<file path="src/rtl/bpsk_segment_demod_if.sv">
// Sample-in / bit-out bundle of the BPSK segment demodulator, including the
// external reference lookup (ref_idx out, ref_sample back in the same cycle).
interface bpsk_segment_demod_if #(
    parameter int unsigned DATA_W   = 32,
    parameter int unsigned SEGMENTS = 8,
    parameter int unsigned ACC_W    = 2 * DATA_W + $clog2(SEGMENTS) + 1
);
    localparam int unsigned IdxW = $clog2(SEGMENTS);

    logic signed [DATA_W-1:0] sample_in;
    logic                     sample_valid;
    logic                     sample_ready;
    logic                     sym_start;
    logic [IdxW-1:0]          ref_idx;
    logic signed [DATA_W-1:0] ref_sample;
    logic                     bit_out;
    logic [ACC_W-1:0]         metric;
    logic                     bit_valid;
    logic                     bit_ready;
    logic                     resync_err;

    modport master (
        output sample_in, sample_valid, sym_start, ref_sample, bit_ready,
        input  sample_ready, ref_idx, bit_out, metric, bit_valid, resync_err
    );

    modport slave (
        input  sample_in, sample_valid, sym_start, ref_sample, bit_ready,
        output sample_ready, ref_idx, bit_out, metric, bit_valid, resync_err
    );
endinterface

</file>
<file path="src/rtl/bpsk_segment_demod.sv">
// Per-symbol BPSK correlator: multiply each sample by its reference, accumulate
// over SEGMENTS samples, then emit the sign as the bit and |sum| as the metric.
module bpsk_segment_demod #(
    parameter int unsigned DATA_W   = 32,
    parameter int unsigned SEGMENTS = 8,
    parameter int unsigned ACC_W    = 2 * DATA_W + $clog2(SEGMENTS) + 1
) (
    input  logic                   clk,
    input  logic                   reset,
    bpsk_segment_demod_if.slave    dm_io
);
    localparam int unsigned IdxW  = $clog2(SEGMENTS);
    localparam int unsigned ProdW = 2 * DATA_W;
    localparam logic [IdxW-1:0] LastIdx = IdxW'(SEGMENTS - 1);

    logic                    accept;
    logic                    ready;
    logic [IdxW-1:0]         cur_idx;
    logic [IdxW-1:0]         idx_q, idx_d;
    logic signed [ProdW-1:0] prod_q, prod_d;
    logic                    s1_valid_q, s1_valid_d;
    logic                    s1_first_q, s1_first_d;
    logic                    s1_last_q, s1_last_d;
    logic signed [ACC_W-1:0] acc_q, acc_d;
    logic                    s2_done_q, s2_done_d;
    logic                    bit_out_q, bit_out_d;
    logic [ACC_W-1:0]        metric_q, metric_d;
    logic                    bit_valid_q, bit_valid_d;
    logic                    resync_q, resync_d;

    always_comb begin
        ready   = !(bit_valid_q && !dm_io.bit_ready);
        accept  = dm_io.sample_valid && ready;
        // A flagged sample is segment 0 even before the index register catches up,
        // so the external lookup already returns the first reference value.
        cur_idx = (dm_io.sample_valid && dm_io.sym_start) ? '0 : idx_q;

        idx_d      = idx_q;
        prod_d     = prod_q;
        s1_valid_d = accept;
        s1_first_d = s1_first_q;
        s1_last_d  = s1_last_q;
        resync_d   = resync_q;
        if (accept) begin
            idx_d      = (cur_idx == LastIdx) ? '0 : cur_idx + IdxW'(1);
            prod_d     = ProdW'(dm_io.sample_in) * ProdW'(dm_io.ref_sample);
            s1_first_d = (cur_idx == '0);
            s1_last_d  = (cur_idx == LastIdx);
            if (dm_io.sym_start && idx_q != '0) begin
                resync_d = 1'b1;
            end
        end

        acc_d = acc_q;
        if (s1_valid_q) begin
            acc_d = (s1_first_q ? '0 : acc_q) + ACC_W'(prod_q);
        end
        s2_done_d = s1_valid_q && s1_last_q;

        bit_out_d   = bit_out_q;
        metric_d    = metric_q;
        bit_valid_d = bit_valid_q;
        if (s2_done_q) begin
            bit_out_d   = acc_q[ACC_W-1];
            metric_d    = acc_q[ACC_W-1] ? $unsigned(-acc_q) : $unsigned(acc_q);
            bit_valid_d = 1'b1;
        end else if (dm_io.bit_ready) begin
            bit_valid_d = 1'b0;
        end
    end

    always_ff @(posedge clk) begin
        if (!reset) begin
            idx_q       <= '0;
            prod_q      <= '0;
            s1_valid_q  <= 1'b0;
            s1_first_q  <= 1'b0;
            s1_last_q   <= 1'b0;
            acc_q       <= '0;
            s2_done_q   <= 1'b0;
            bit_out_q   <= 1'b0;
            metric_q    <= '0;
            bit_valid_q <= 1'b0;
            resync_q    <= 1'b0;
        end else begin
            idx_q       <= idx_d;
            prod_q      <= prod_d;
            s1_valid_q  <= s1_valid_d;
            s1_first_q  <= s1_first_d;
            s1_last_q   <= s1_last_d;
            acc_q       <= acc_d;
            s2_done_q   <= s2_done_d;
            bit_out_q   <= bit_out_d;
            metric_q    <= metric_d;
            bit_valid_q <= bit_valid_d;
            resync_q    <= resync_d;
        end
    end

    assign dm_io.sample_ready = ready;
    assign dm_io.ref_idx      = cur_idx;
    assign dm_io.bit_out      = bit_out_q;
    assign dm_io.metric       = metric_q;
    assign dm_io.bit_valid    = bit_valid_q;
    assign dm_io.resync_err   = resync_q;
endmodule

</file>
<file path="src/flat_wrapper.sv">
// flat-port wrapper written by rule: the top's interface ports become plain ports
module bpsk_segment_demod_flat 
#(
    parameter int unsigned DATA_W   = 32,
    parameter int unsigned SEGMENTS = 8,
    parameter int unsigned ACC_W    = 2 * DATA_W + $clog2(SEGMENTS) + 1
)
  (clk, reset, dm_io_sample_in, dm_io_sample_valid, dm_io_sym_start, dm_io_ref_sample, dm_io_bit_ready, dm_io_sample_ready, dm_io_ref_idx, dm_io_bit_out, dm_io_metric, dm_io_bit_valid, dm_io_resync_err);
  bpsk_segment_demod_if #(.DATA_W(DATA_W), .SEGMENTS(SEGMENTS), .ACC_W(ACC_W)) dm_io_i ();
  input  logic clk;
  input  logic reset;
  input wire logic [$bits(dm_io_i.sample_in)-1:0] dm_io_sample_in;
  input wire logic [$bits(dm_io_i.sample_valid)-1:0] dm_io_sample_valid;
  input wire logic [$bits(dm_io_i.sym_start)-1:0] dm_io_sym_start;
  input wire logic [$bits(dm_io_i.ref_sample)-1:0] dm_io_ref_sample;
  input wire logic [$bits(dm_io_i.bit_ready)-1:0] dm_io_bit_ready;
  output wire logic [$bits(dm_io_i.sample_ready)-1:0] dm_io_sample_ready;
  output wire logic [$bits(dm_io_i.ref_idx)-1:0] dm_io_ref_idx;
  output wire logic [$bits(dm_io_i.bit_out)-1:0] dm_io_bit_out;
  output wire logic [$bits(dm_io_i.metric)-1:0] dm_io_metric;
  output wire logic [$bits(dm_io_i.bit_valid)-1:0] dm_io_bit_valid;
  output wire logic [$bits(dm_io_i.resync_err)-1:0] dm_io_resync_err;
  assign dm_io_i.sample_in = dm_io_sample_in;
  assign dm_io_i.sample_valid = dm_io_sample_valid;
  assign dm_io_i.sym_start = dm_io_sym_start;
  assign dm_io_i.ref_sample = dm_io_ref_sample;
  assign dm_io_i.bit_ready = dm_io_bit_ready;
  assign dm_io_sample_ready = dm_io_i.sample_ready;
  assign dm_io_ref_idx = dm_io_i.ref_idx;
  assign dm_io_bit_out = dm_io_i.bit_out;
  assign dm_io_metric = dm_io_i.metric;
  assign dm_io_bit_valid = dm_io_i.bit_valid;
  assign dm_io_resync_err = dm_io_i.resync_err;
  bpsk_segment_demod #(.DATA_W(DATA_W), .SEGMENTS(SEGMENTS), .ACC_W(ACC_W)) u_core (.clk(clk), .reset(reset), .dm_io(dm_io_i));
endmodule
</file>
<file path="config.mk">
export PLATFORM = sky130hd
export DESIGN_NAME = bpsk_segment_demod_flat
export DESIGN_NICKNAME = d
export VERILOG_FILES = /design/src/rtl/bpsk_segment_demod_if.sv /design/src/rtl/bpsk_segment_demod.sv /design/src/flat_wrapper.sv
export SDC_FILE = /design/constraint.sdc
export NUM_CORES = 2
export LEC_CHECK = 0
export ABC_AREA = 1
export CAP_MARGIN = 40
export CELL_PAD_IN_SITES_DETAIL_PLACEMENT = 0
export CELL_PAD_IN_SITES_GLOBAL_PLACEMENT = 2
export CORE_ASPECT_RATIO = 0.75
export CORE_UTILIZATION = 38
export CTS_CLUSTER_SIZE = 12
export DETAILED_ROUTE_END_ITERATION = 12
export PLACE_DENSITY_LB_ADDON = 0.15
export SLEW_MARGIN = 30
export SYNTH_ARGS = -nofsm -noshare
export SYNTH_HDL_FRONTEND = slang
export SYNTH_SLANG_ARGS = --single-unit
export TNS_END_PERCENT = 100
</file>
<file path="constraint.sdc">
create_clock -name clk -period 9.4 [get_ports clk]
set_clock_uncertainty 0.15 [all_clocks]
set_input_delay 1.88 -clock clk [delete_from_list [all_inputs] [get_ports clk]]
set_output_delay 1.88 -clock clk [all_outputs]
set_load 0.02 [all_outputs]
</file>
==> results_dict.tcl <==
set metrics [dict create \
    hold_viol 0 \
    numCtsBuffers 24 \
    yosysWarnings 0 \
    design_area_mm2 0.0614 \
    synth_flop_cell "dfxtp_1" \
    vias 47901 \
    postSynth.asyncResetShare_pct 0 \
    initial_core_util_pct 38.5 \
    htreeDepth 1 \
    routabilityCongestion 0.985 \
    wl_um 196000 \
    min_period_ns 8.92 \
    avgRoutedWirePerCell_um 19.9 \
    viasPerCell 4.86 \
    synth_cells 7736 \
    yosysUniqueCellTypes 46 \
    cts_buffer_depth 3 \
    drtPass1Iterations 6 \
    ys_seq_area_share_pct 7.72 \
    synth_top_cell_area_share_pct 39.8 \
    crit_type "primary input to flop" \
    grt.total_usage_pct 27.6 \
    syn_nets 9143 \
    ff_latch_area_mm2 0.00421 \
    fin_crit_sh_pct 94.9 \
    rsz0062_at_grt "false" \
    postSynthAreaPerCell_um2 7.04 \
    r2r_slack_ns 4.75 \
    dpl-instance-area_mm2 0.0606 \
    drv_slew 0 \
    drc 0 \
    timing.rr.start "u_core.s1_first_q" \
    n_fill_cell 14747 \
    grt_pass1_wl_um 302000 \
    antenna_found_initial 7 \
    die_x_um 439 \
    worst_pin_slew_ns 0.926 \
    crit_required_ns 9.72 \
    synth_top_area_cell "fa_1" \
    ff2ff_path_depth 14 \
    root_buffer "clkbuf_16" \
    crit_path_end_kind "flop" \
    path_max_fanout 15 \
    cts_setup_buffers 0 \
    syn_to_final_growth_pct 12.7 \
    synth_edf_count 0 \
    synth.most_common_cell "nand2_1" \
    grt_pass1_vias 48013 \
    cp-start-kind "primary input" \
    yosys-top-cells-count "nand2_1 (2197), inv_1 (2140), fa_1 (1083)" \
    setup_viol 0 \
    hold_buffers 0 \
    rows 119 \
    slew_headroom_pct 37.6 \
    multi_input_area_mm2 0.0411 \
    synth_seq_cells 210 \
    cts_tree "done" \
    grt-ovfl-total 0 \
    core-area_mm2 0.141 \
    dieArea_mm2 0.145 \
    clk_latency_ns 0.60 \
    hp-class "flop to flop" \
    io_pins 144 \
    die-height_um 330 \
    synthTopCellsByArea "fa_1 (40%), nand2_1 (15%), inv_1 (15%), dfxtp_1 (7.7%), ha_1 (5.9%)" \
    min_from "u_core.s1_last_q" \
    final_antenna_net_count 0 \
    cap_violations 0 \
    drt_first_iter_violations 4664 \
    drive_above_1_share_pct 5.71 \
    synth_area_mm2 0.0545 \
    whs_endpoint "u_core.s2_done_q" \
    cts.reportedPaths.clkPinSlew_ns 0.07 \
    r2r_end "u_core.acc_q[65]" \
    cts-resized-gates 0 \
    finalNetCount 9365 \
    crit_arrival_ns 9.23 \
    holdPathStages 2 \
    max_freq_mhz 112 \
    status "finished, final reports clean" \
    port_buffers 143 \
    grt_max_degree 76 \
    numClockSinks 210 \
    place_hpwl_um 169000 \
]
==> cell families (layout without fill, tap and decap cells) <==
group                      after synthesis  in the layout  share of synthesized area (%)
AOI/OAI and AO/OA                      530            530                           5.43
xor gates and xnor gates                70             70                           1.13
adders and majority gates             1338           1338                           45.7
buffers and inverters                 2425           2660                           16.7
DFF                                    210            210                           7.72
other                                    0              1                              0
and+or+nand+nor                       3163           3163                           23.3
==> cell usage in the layout, fill, tap and decap left out, drive strengths merged, types with 32 or more instances in the layout <==
cell	synthesis	final
nand2	2220	2220
inv	2146	2146
fa	1083	1083
nor2	561	561
buf	21	328
ha	255	255
nand3	253	253
a21oi	248	248
dfxtp	210	210
o21ai	186	186
clkdlybuf4s50	0	142
nand4	72	72
xor2	58	58
clkbuf	254	33
o21bai	32	32
==> per-layer routing <==
| layer | global-route usage [%] | routed length, µm |
|---|---|---|
| met3 | 6.79 | 18600 |
| met4 | 2.20 | 1360 |
| met5 | 1.23 | 259 |
| met1 | 45.0 | 102000 |
| met2 | 37.1 | 73600 |
==> state kept, by name (all words and copies together), names as in the netlist, 3 cells and up <==
signal and cells:
u_core.acc_q 68, u_core.dm_io.metric 68, u_core.idx_q 3, u_core.prod_q 64
==> layout make-up <==
cell class / count / share of cell area (%)
multi-input cells: 5101 / 67.0
inverters: 2150 / 13.1
repair buffers: 471 / 7.96
flip-flops and latches: 210 / 6.86
well taps: 1875 / 3.82
clock buffers: 32 / 1.09
clock inverters: 7 / 0.0978
diodes: 1 / 0.00408
==> how the worst max path moves through the flow <==
stage,from,end,slack (ns)
2_1_floorplan,dm_io_sample_in[31],u_core.prod_q[63],0.63
4_1_cts,dm_io_sample_in[31],u_core.prod_q[59],0.53
5_1_grt,dm_io_sample_in[31],u_core.prod_q[57],0.02
3_5_place_dp,dm_io_sample_in[31],u_core.prod_q[59],-0.04
3_3_place_gp,dm_io_ref_sample[8],u_core.prod_q[47],-0.05
6_report,dm_io_sample_in[31],u_core.prod_q[47],0.48
==> critical path, stage by stage <==
cell and delay (ns):
clkdlybuf4s50_1 0.51, buf_12 0.16, nand2_1 0.13, fa_1 0.56
buf_4 0.17, inv_1 0.07, fa_1 0.49, inv_1 0.05
fa_1 0.50, fa_1 0.53, inv_1 0.06, fa_1 0.55
fa_1 0.43, fa_1 0.57, inv_1 0.08, fa_1 0.51
inv_1 0.04, ha_1 0.35, nand2_1 0.11, nor2_1 0.16
buf_4 0.14, nand2_1 0.20, nor2_1 0.27, nand3_1 0.19
nand4_1 0.14, nand3_1 0.19, nand2_1 0.12, inv_1 0.04
==> metrics by stage <==
stage	TNS, ns	hold WS [ns]	std cells	utilization (%)	setup slack, ns
CTS	0	0.298	9843	43.4	0.527
finish	0	0.301	9847	43.4	0.482
global route	0	0.311	9847	43.4	0.0192
floorplan	0	0.269	7736	-	0.630
detailed placement	-0.0488	0.280	9804	42.9	-0.0395
global placement	-0.0638	0.275	9800	42.9	-0.0504
Power is left out: the tool's default activity adds up to more than one toggle a clock period on the data nets, which glitch-free logic cannot reach.
